<file path="src/rtl/sequence_generator.sv">
// sequence_generator: valid/ready source of the 8-symbol sync pattern, REPEAT frames per start with idle gaps
module sequence_generator #(
  parameter int REPEAT     = 1,
  parameter int GAP_CYCLES = 2
) (
  input  logic       clock,
  input  logic       reset,
  input  logic       start,
  input  logic       abort,
  input  logic       data_ready,
  output logic [2:0] data,
  output logic       data_valid,
  output logic       busy,
  output logic       done
);
  typedef enum logic [1:0] {IDLE, SEND, GAP} state_t;
  localparam logic [2:0] SEQ [8] = '{3'b001, 3'b101, 3'b110, 3'b000, 3'b110, 3'b110, 3'b011, 3'b101};
  localparam logic [7:0] LAST_FRAME = 8'(REPEAT - 1);
  localparam logic [7:0] LAST_GAP   = 8'(GAP_CYCLES - 1);
  state_t     state;
  logic [2:0] idx;
  logic [7:0] frame_cnt;
  logic [7:0] gap_cnt;
  always_ff @(posedge clock or negedge reset) begin
    if (!reset) begin
      state      <= IDLE;
      idx        <= 3'd0;
      frame_cnt  <= 8'd0;
      gap_cnt    <= 8'd0;
      data       <= 3'b000;
      data_valid <= 1'b0;
      busy       <= 1'b0;
      done       <= 1'b0;
    end else begin
      done <= 1'b0;
      if (abort) begin
        state      <= IDLE;
        idx        <= 3'd0;
        frame_cnt  <= 8'd0;
        gap_cnt    <= 8'd0;
        data       <= 3'b000;
        data_valid <= 1'b0;
        busy       <= 1'b0;
      end else begin
        case (state)
          IDLE: if (start) begin
            state      <= SEND;
            idx        <= 3'd0;
            frame_cnt  <= 8'd0;
            data       <= SEQ[0];
            data_valid <= 1'b1;
            busy       <= 1'b1;
          end
          SEND: if (data_ready) begin
            if (idx != 3'd7) begin
              idx  <= idx + 3'd1;
              data <= SEQ[idx + 3'd1];
            end else if (frame_cnt == LAST_FRAME) begin
              state      <= IDLE;
              idx        <= 3'd0;
              frame_cnt  <= 8'd0;
              data       <= 3'b000;
              data_valid <= 1'b0;
              busy       <= 1'b0;
              done       <= 1'b1;
            end else if (GAP_CYCLES == 0) begin
              // back-to-back frames: next frame's first symbol follows with no bubble
              idx       <= 3'd0;
              frame_cnt <= frame_cnt + 8'd1;
              data      <= SEQ[0];
            end else begin
              state      <= GAP;
              gap_cnt    <= 8'd0;
              frame_cnt  <= frame_cnt + 8'd1;
              data       <= 3'b000;
              data_valid <= 1'b0;
            end
          end
          GAP: if (gap_cnt == LAST_GAP) begin
            state      <= SEND;
            idx        <= 3'd0;
            gap_cnt    <= 8'd0;
            data       <= SEQ[0];
            data_valid <= 1'b1;
          end else begin
            gap_cnt <= gap_cnt + 8'd1;
          end
          default: state <= IDLE;
        endcase
      end
    end
  end
endmodule

</file>
<file path="config.mk">
export PLATFORM = sky130hd
export DESIGN_NAME = sequence_generator
export DESIGN_NICKNAME = d
export VERILOG_FILES = /design/src/rtl/sequence_generator.sv
export SDC_FILE = /design/constraint.sdc
export NUM_CORES = 1
export LEC_CHECK = 0
export BUFFER_PORTS_ARGS = -buffer_cell sky130_fd_sc_hd__buf_2
export CAP_MARGIN = 5
export CORE_MARGIN = 2
export CORE_UTILIZATION = 56
export CTS_BUF_LIST = sky130_fd_sc_hd__clkbuf_16
export DETAILED_ROUTE_END_ITERATION = 8
export PLACE_DENSITY = 0.75
export SLEW_MARGIN = 10
export SYNTH_ARGS = -nofsm -noshare
export SYNTH_HDL_FRONTEND = slang
export SYNTH_SLANG_ARGS = --single-unit
</file>
<file path="constraint.sdc">
create_clock -name clock -period 2.5 [get_ports clock]
set_input_delay 0.5 -clock clock [delete_from_list [all_inputs] [get_ports clock]]
set_output_delay 0.5 -clock clock [all_outputs]
set_load 0.005 [all_outputs]
</file>
==> metrics.cfg, run 1 <==
[run_status]
status=completed

[detailed_routing]
drc=0
firstDrtPassIters=4
wl_per_cell_um=15.6
via_per_inst=6.38
drtIter0Drc=82
ant_nets=0
vias=1295
totalWireLength_um=3170

[grt]
grt_pass1_vias=1204
grt_overflow=0
track_usage=0.206
grt_pass1_wl_um=5330
antenna_found_initial=0
grt_start_max_net_pins=28

[place]
port-buffer-count=10
dp.final_hpwl_um=2320
gp_congestion=0.856
place_ws_ns=0.441
numPlacedInstances=199

[logic_synthesis]
async_flop_share=1.00
avgSynthCellArea_sq_um=10.2
synth-seq-cells=27
yosysWarningCount=0
yosysUniqueCellTypes=43
synth_top_area_share=0.411
ys_seq_area_frac=0.411
synth.most_common_cell=dfrtp_1
synthFlopType=dfrtp_1
synthCells=161
syn-cell-area_sq_mm=0.00165
synth_edf_count=0
syn-num-nets=174
synth_common_cells=dfrtp_1 (27), o21ai_0 (13), nand2_1 (12)
synth_area_leaders=dfrtp_1 (41%), ha_1 (6.1%), and3_1 (4.2%)
synth.largest_area_cell=dfrtp_1

[setup_path]
arrival_ns=2.24
endpoint_kind=register
startpoint_type=register
slowest_stage=dfrtp_1
critPathMaxStageDelay_ns=0.45
worst-path-buf-inv=0
cp_cell_sequence=ha_1 > ha_1 > and3_1 > nor3_1 > nor4_1 > a211o_1
critPathTopFamily=simple AND/OR/NAND/NOR gates
cp_max_fo=7
worstSetupPathType=reg -> reg
crit_top_cell=ha_1
crit_required_ns=2.65

[floorplanning]
design.core.area_sq_mm=0.00278
die_height_um=58.2
fp-row-count=19
dieArea_sq_mm=0.00339
start_util=0.592
die_x_um=58.2
num_io_pins=11

[power_and_ir_drop]
power_density_mw_per_mm2=531
cellInternalPower_mw=0.722
p_sw_mw=0.228
seqPwrFrac=0.497
clock_power_share=0.383
p_leak_nw=0.877
swShare=0.240
finalPower_mw=0.950
irDropWorstVdd_mv=0.485
pwr-share-comb=0.121

[sta]
worst_slack_ns=0.410
hold_viol_final=0
clock_skew_ns=0.00351
worst_hold_slack_ns=0.239
fmaxAchievable_ghz=0.478
slew-limit-headroom=0.604
finalSetupViolCount=0
final.setup.tns_ns=0
post-route-period-util=0.836
report.final.slew_viol_count=0
rsz0062_at_grt=no
finalCriticalPeriod_ns=2.09
worst_slew_pin_slew_ns=0.594

[cts]
post_cts_buffers=0
numCtsBuffers=3
ctsLongestPathBuffers=2
cts_root_buf=clkbuf_16
cts_resized=0
cts_tree=yes
postCtsHoldBufs=0
htree_levels=1
path_clk_slew_ns=0.06
cts_sinks=27
clk_latency_ns=0.26

[final_layout]
diodes=0
n_fill_cell=224
syn_to_final_growth_pct=8.67
fin_nets=186
final_layout_size_suffix_gt1_frac=0.186
stdcell_count=203

[hold_path]
hold_path_class=in -> async

[flow_run]
drv_cap=0

==> final cells by class <==
class | count | area (sq um) | share of cell area
multi-input combinational | 125 | 921 | 0.515
tap | 31 | 38.8 | 0.0217
sequential | 27 | 676 | 0.378
clock inverter | 1 | 5.00 | 0.00280
timing repair buffer | 10 | 50.0 | 0.0280
clock buffer | 3 | 75.1 | 0.0420
inverter | 6 | 22.5 | 0.0126
==> sequential cells by signal, indices dropped and copies added (netlist names) <==
register / flops
frame_cnt: 8
data_valid: 1
done: 1
idx: 3
state: 2
data: 3
busy: 1
gap_cnt: 8
==> worst paths after layout <==
check / to / from / cells past startpoint / slack [ns]
setup / recovery: data_valid / idx[0] / 6 / 0.41
hold / removal: gap_cnt[1] / reset / 1 / 0.24
setup reg to reg: data_valid / idx[0] / 6 / 0.41
hold reg to reg: data[2] / data[2] / 1 / 0.50
max in group asynchronous: gap_cnt[4] / reset / 1 / 1.87
min in group clock: data[2] / data[2] / 1 / 0.50
==> per-layer routing <==
metal	GRT usage	vias up	share of wire
met1	0.266	637	0.47
met2	0.346	25	0.49
met5	0	-	0
met4	0.0864	0	0.011
met3	0.0290	5	0.028
li1	-	628	-
==> metrics by stage <==
stage	area, sq um	util
final	1790	0.643
after global routing	1790	0.643
after CTS	1790	0.643
after detailed placement	1710	0.614
after global placement	1710	0.614
after floorplan	1650	-
==> power by group through the flow <==
stage | Sequential [mW] | Clock (mW) | Combinational [mW]
6_report | 0.472 | 0.363 | 0.115
4_1_cts | 0.471 | 0.376 | 0.116
3_3_place_gp | 0.477 | 0 | 0.112
3_5_place_dp | 0.480 | 0 | 0.115
5_1_grt | 0.474 | 0.386 | 0.127
2_1_floorplan | 0.477 | 0 | 0.0780
==> worst register-to-register path, delay by kind of cell, from the launching register on <==
kind                       cells  cell delay, ns
AOI/OAI and AO/OA              1            0.26
adders and majority gates      2            0.52
and+or+nand+nor                3            0.75
DFF                            1            0.45
==> cell usage in the layout (no fill, tap or decap), types with 3 or more instances in the layout <==
master	count
dfrtp_1	27
o21ai_0	13
nand2_1	12
and3_1	11
buf_2	10
nor3_1	9
ha_1	8
nor2_1	7
inv_1	6
nand2b_1	6
a21oi_1	5
a211o_1	5
nand3_1	5
mux2_2	5
a31oi_1	4
clkbuf_16	3
==> cell families after synthesis <==
kind of cell	after synthesis	share of synthesized area
AO/OA/AOI/OAI	45	0.210
XOR/XNOR	2	0.0106
adder cells (fa/ha/maj)	8	0.0608
buffers and inverters	9	0.0297
flip-flops	27	0.411
multiplexers	7	0.0471
AND/OR/NAND/NOR	63	0.231
(Power assumes the default switching activity.)
==> run 2: changes to the inputs <==
--- a/config.mk
+++ b/config.mk
@@ -8,7 +8,7 @@
 export BUFFER_PORTS_ARGS = -buffer_cell sky130_fd_sc_hd__buf_2
 export CAP_MARGIN = 5
 export CORE_MARGIN = 2
-export CORE_UTILIZATION = 56
+export CORE_UTILIZATION = 54
 export CTS_BUF_LIST = sky130_fd_sc_hd__clkbuf_16
 export DETAILED_ROUTE_END_ITERATION = 8
 export PLACE_DENSITY = 0.75
==> constraint.sdc (replaced) <==
create_clock -name clock -period 1.84 [get_ports clock]
set_input_delay 0.368 -clock clock [delete_from_list [all_inputs] [get_ports clock]]
set_output_delay 0.368 -clock clock [all_outputs]
set_load 0.005 [all_outputs]
==> metrics.cfg, run 2 (same netlist as run 1, synthesis figures left out) <==
[final_layout]
seq_area_sq_um=676  ; unchanged
final_common_cell=dfrtp_1  ; unchanged
mostFrequentLayoutCells=dfrtp_1 (27), buf_4 (25), o21ai_0 (13), nand2_1 (12), and3_1 (11)  ; was dfrtp_1 (27), o21ai_0 (13), nand2_1 (12), and3_1 (11), buf_2 (10)
syn_to_final_growth_pct=21.7  ; was 8.67%
n_fill_cell=227  ; was 224
multi_input_area_sq_um=947  ; was 921 sq um
final_layout_size_suffix_gt1_frac=0.294  ; was 0.186
fin_area_sq_mm=0.00200  ; was 0.00179 sq mm
reg_top3=frame_cnt: 8 flops, gap_cnt: 8 flops  ; unchanged
diodes=0  ; unchanged
fin_nets=211  ; was 186

[sta]
fmaxAchievable_ghz=0.557  ; was 0.478 GHz
report.final.slew_viol_count=0  ; unchanged
worst_slew_pin_slew_ns=0.588  ; was 0.594 ns
finalCriticalPeriod_ns=1.80  ; was 2.09 ns
post-route-period-util=0.976  ; was 0.836
hold_viol_final=0  ; unchanged
worst_hold_slack_ns=0.103  ; was 0.239 ns
slew-limit-headroom=0.608  ; was 0.604
final.setup.tns_ns=0  ; unchanged
finalSetupViolCount=0  ; unchanged
clock_skew_ns=0.00261  ; was 0.00351 ns

[setup_path]
worstSetupPathType=reg -> reg  ; unchanged
arrival_ns=1.97  ; was 2.24 ns
slowest_stage=dfrtp_1  ; unchanged
cp_max_fo=4  ; was 7
cp_cell_sequence=ha_1 > ha_1 > and3_1 > o31ai_1 > buf_4 > o21ai_0 > o21ai_0  ; was ha_1 > ha_1 > and3_1 > nor3_1 > nor4_1 > a211o_1
endpoint_kind=register  ; unchanged
critPathTopFamily=compound AO/OA/AOI/OAI gates  ; was simple AND/OR/NAND/NOR gates
critPathMaxStageDelay_ns=0.38  ; was 0.45 ns
startpoint_type=register  ; unchanged
worst-path-buf-inv=1  ; was 0
crit_required_ns=2.01  ; was 2.65 ns

[floorplanning]
design.core.area_sq_mm=0.00298  ; was 0.00278 sq mm
start_util=0.553  ; was 0.592
die_x_um=59.2  ; was 58.2 um
fp-row-count=20  ; was 19
num_io_pins=11  ; unchanged
die_height_um=59.2  ; was 58.2 um
dieArea_sq_mm=0.00350  ; was 0.00339 sq mm

[grt]
track_usage=0.222  ; was 0.206
antenna_found_initial=0  ; unchanged
grt_pass1_vias=1370  ; was 1204
grt_start_max_net_pins=28  ; unchanged
grt_overflow=0  ; unchanged
grt_pass1_wl_um=5960  ; was 5330 um

[flow_run]
drv_cap=0  ; unchanged

[detailed_routing]
ant_nets=0  ; unchanged
drtIter0Drc=66  ; was 82
via_per_inst=6.04  ; was 6.38
wl_per_cell_um=16.2  ; was 15.6 um
firstDrtPassIters=4  ; unchanged
totalWireLength_um=3720  ; was 3170 um
vias=1389  ; was 1295
drc=0  ; unchanged

[hold_path]
hold_path_class=in -> async  ; unchanged

[cts]
htree_levels=1  ; unchanged
postCtsHoldBufs=0  ; unchanged
cts_root_buf=clkbuf_16  ; unchanged
cts_sinks=27  ; unchanged
ctsLongestPathBuffers=2  ; unchanged
clk_latency_ns=0.26  ; about the same
numCtsBuffers=3  ; unchanged
path_clk_slew_ns=0.06  ; about the same
cts_tree=yes  ; unchanged

[place]
dpl_cell_area_sq_mm=0.00188  ; was 0.00171 sq mm
port-buffer-count=10  ; unchanged
dp.final_hpwl_um=2660  ; was 2320 um
gp_congestion=0.813  ; was 0.856

[power_and_ir_drop]
p_leak_nw=1.02  ; was 0.877 nW
power_density_mw_per_mm2=660  ; was 531 mW/mm^2
irDropWorstVdd_mv=0.658  ; was 0.485 mV

[run_status]
status=completed  ; unchanged

run 2: per-stage QoR:
step | cells | setup slack, ns | power, mW | utilization
floorplan | 161 | 0.0476 | 0.755 | -
global placement | 224 | 0.0715 | 0.825 | 0.632
detailed placement | 224 | -0.0242 | 0.836 | 0.632
CTS | 228 | 0.0148 | 1.32 | 0.661
global route | 230 | -0.0719 | 1.38 | 0.673
finish | 230 | 0.0439 | 1.32 | 0.673
run 2: routing by layer:
metal  GRT usage  wire (um)
met5           0          0
met3      0.0262         92
met1       0.285       1610
met2       0.370       1950
met4       0.104         55
run 2: area by class of cell:
cell class / count / share of cell area
Clock buffer: 3 / 0.0375
Tap cell: 33 / 0.0206
Multi-Input combinational cell: 125 / 0.473
Inverter: 6 / 0.0112
Clock inverter: 1 / 0.00187
Timing Repair Buffer: 35 / 0.119
Sequential cell: 27 / 0.337
run 2: worst paths after layout:
kind | to | startpoint | slack, ns | depth (start not counted)
hold reg to reg | data[2] | data[2] | 0.50 | 1
setup / recovery | frame_cnt[3] | idx[0] | 0.04 | 7
hold / removal | gap_cnt[2] | reset | 0.10 | 1
min in group clock | done | data_ready | 0.41 | 3
max in group asynchronous | frame_cnt[3] | reset | 1.35 | 1
setup reg to reg | frame_cnt[3] | idx[0] | 0.04 | 7
run 2: power by group:
| part | internal, mW | leakage (nW) | switching, mW |
|---|---|---|---|
| sequential | 0.617 | 0.370 | 0.0181 |
| clock | 0.291 | 0.0423 | 0.198 |
| combinational | 0.0968 | 0.606 | 0.100 |
run 2: timing repair:
item                                    in CTS  in global routing
endpoints found under the setup margin       3                 19
pin swaps                                    0                  3
resized for setup                            1                  4
buffers inserted                             0                  2
gates cloned                                 0                  0
==> run 3: changes to the inputs <==
--- a/config.mk
+++ b/config.mk
@@ -9,7 +9,6 @@
 export CAP_MARGIN = 5
 export CORE_MARGIN = 2
 export CORE_UTILIZATION = 54
-export CTS_BUF_LIST = sky130_fd_sc_hd__clkbuf_16
 export DETAILED_ROUTE_END_ITERATION = 8
 export PLACE_DENSITY = 0.75
 export SLEW_MARGIN = 10
==> metrics.cfg, run 3 (same netlist as run 1, synthesis figures left out) <==
[floorplanning]
design.core.area_sq_mm=0.00298  ; unchanged
start_util=0.553  ; unchanged
dieArea_sq_mm=0.00350  ; unchanged
die_height_um=59.2  ; unchanged
num_io_pins=11  ; unchanged
fp-row-count=20  ; unchanged
die_x_um=59.2  ; unchanged

[detailed_routing]
totalWireLength_um=3520  ; was 3720 um
drc=0  ; unchanged
wl_met3_um=81  ; was 92 um
wl_per_cell_um=15.2  ; was 16.2 um
ant_nets=0  ; unchanged
vias=1389  ; unchanged
wl_met2_um=1780  ; was 1950 um
wl_met1_um=1620  ; was 1610 um
firstDrtPassIters=4  ; unchanged
drtIter0Drc=56  ; was 66
top_layer=met4  ; unchanged
via_per_inst=6.01  ; was 6.04

[sta]
post-route-period-util=0.973  ; was 0.976
hold_viol_final=0  ; unchanged
fmaxAchievable_ghz=0.559  ; was 0.557 GHz
finalSetupViolCount=0  ; unchanged
clock_skew_ns=0.00662  ; was 0.00261 ns
worst_hold_slack_ns=0.0148  ; was 0.103 ns
slew-limit-headroom=0.607  ; was 0.608
report.final.slew_viol_count=0  ; unchanged
worst_slew_pin_slew_ns=0.589  ; was 0.588 ns
final.setup.tns_ns=0  ; unchanged
finalCriticalPeriod_ns=1.79  ; was 1.80 ns
rsz0062_at_grt=yes

[setup_path]
r2r_setup_slack_ns=0.05  ; was 0.04 ns
cp_max_fo=6  ; was 4
cp_cell_sequence=inv_1 > ha_1 > nor4b_4 > a21boi_2 > buf_4 > and3_1 > a211o_1  ; was ha_1 > ha_1 > and3_1 > o31ai_1 > buf_4 > o21ai_0 > o21ai_0
worst-path-buf-inv=2  ; was 1
slowest_stage=dfrtp_1  ; unchanged
arrival_ns=2.01  ; was 1.97 ns
startpoint_type=register  ; unchanged
worstSetupPathType=reg -> reg  ; unchanged
critPathMaxStageDelay_ns=0.45  ; was 0.38 ns
critPathTopFamily=flip-flops  ; was compound AO/OA/AOI/OAI gates
endpoint_kind=register  ; unchanged
crit_required_ns=2.06  ; was 2.01 ns

[place]
numPlacedInstances=224  ; unchanged
dpl_cell_area_sq_mm=0.00188  ; unchanged
dp.final_hpwl_um=2660  ; unchanged
gp_congestion=0.813  ; unchanged
port-buffer-count=10  ; unchanged

[grt]
track_usage=0.217  ; was 0.222
grt_pass1_vias=1342  ; was 1370
grt_overflow=0  ; unchanged
grt_pass1_wl_um=5850  ; was 5960 um
antenna_found_initial=0  ; unchanged
grt_start_max_net_pins=28  ; unchanged

[power_and_ir_drop]
clock_power_share=0.239  ; was 0.370
cellInternalPower_mw=0.799  ; was 1.01 mW
seqPwrFrac=0.581  ; was 0.481
pwr-share-comb=0.180  ; was 0.149
p_sw_mw=0.293  ; was 0.316 mW
irDropWorstVdd_mv=0.407  ; was 0.658 mV
p_leak_nw=0.995  ; was 1.02 nW
swShare=0.268  ; was 0.239
power_density_mw_per_mm2=557  ; was 660 mW/mm^2

[final_layout]
stdcell_count=231  ; was 230
post-route-util=0.658  ; was 0.673
fin_nets=212  ; was 211
final_layout_size_suffix_gt1_frac=0.303  ; was 0.294
diodes=0  ; unchanged
reg_top3=frame_cnt: 8 flops, gap_cnt: 8 flops  ; unchanged
syn_to_final_growth_pct=19.1  ; was 21.7%
fin_area_sq_mm=0.00196  ; was 0.00200 sq mm
mostFrequentLayoutCells=dfrtp_1 (26), buf_4 (26), o21ai_0 (13), nand2_1 (12), and3_1 (11)  ; was dfrtp_1 (27), buf_4 (25), o21ai_0 (13), nand2_1 (12), and3_1 (11)

[cts]
ctsLongestPathBuffers=2  ; unchanged
postCtsHoldBufs=0  ; unchanged
numCtsBuffers=3  ; unchanged
cts_root_buf=clkbuf_4  ; was clkbuf_16
cts_sinks=27  ; unchanged
htree_levels=1  ; unchanged
cts_tree=yes  ; unchanged
clk_latency_ns=0.33  ; was 0.26 ns
path_clk_slew_ns=0.15  ; was 0.06 ns

[run_status]
status=completed  ; unchanged

[flow_run]
drv_cap=0  ; unchanged

[hold_path]
hold_path_class=in -> async  ; unchanged

[run 3: what timing repair did]
item,4_1_cts,5_1_grt
pin swaps,0,3
resized for setup,1,5
endpoints found under the setup margin,3,19
buffers inserted,0,3
[run 3: stage by stage]
step / setup WS (ns) / power [mW]
finish: 0.0503 / 1.09
global route: -0.0353 / 1.15
CTS: 0.00378 / 1.09
detailed placement: -0.0242 / 0.836
global placement: 0.0715 / 0.825
floorplan: 0.0476 / 0.755
[run 3: power groups by stage]
stage               Sequential, mW  Clock (mW)  Combinational (mW)
global placement             0.645           0               0.181
detailed placement           0.646           0               0.190
global route                 0.639       0.295               0.215
floorplan                    0.649           0               0.106
finish                       0.635       0.261               0.196
CTS                          0.634       0.269               0.190
[run 3: worst reg2reg max path, cell delays in order (launching register included)]
cell	delay, ns
dfrtp_1	0.45
inv_1	0.07
ha_1	0.15
nor4b_4	0.24
a21boi_2	0.14
buf_4	0.19
and3_1	0.17
a211o_1	0.27
[run 3: path summary, 6_finish.rpt]
check                              to       start  cells after the start
max                        gap_cnt[5]  gap_cnt[1]                      7
min                        gap_cnt[2]       reset                      1
max reg2reg                gap_cnt[5]  gap_cnt[1]                      7
min reg2reg                   data[2]     data[2]                      1
max in group asynchronous    state[1]       reset                      1
min in group clock               done  data_ready                      3
[run 3: metal layers]
metal,global-route usage,up-vias
li1,-,673
met1,0.283,688
met2,0.364,22
met3,0.0262,6
met4,0.0877,0
met5,0,-
[run 3: layout make-up]
type,instances,area (sq um)
fill,237,1020
inverter,6,22.5
sequential,27,677
clock buffer,4,26.3
timing repair buffer,36,245
multi-input combinational,125,947
tap,33,41.3
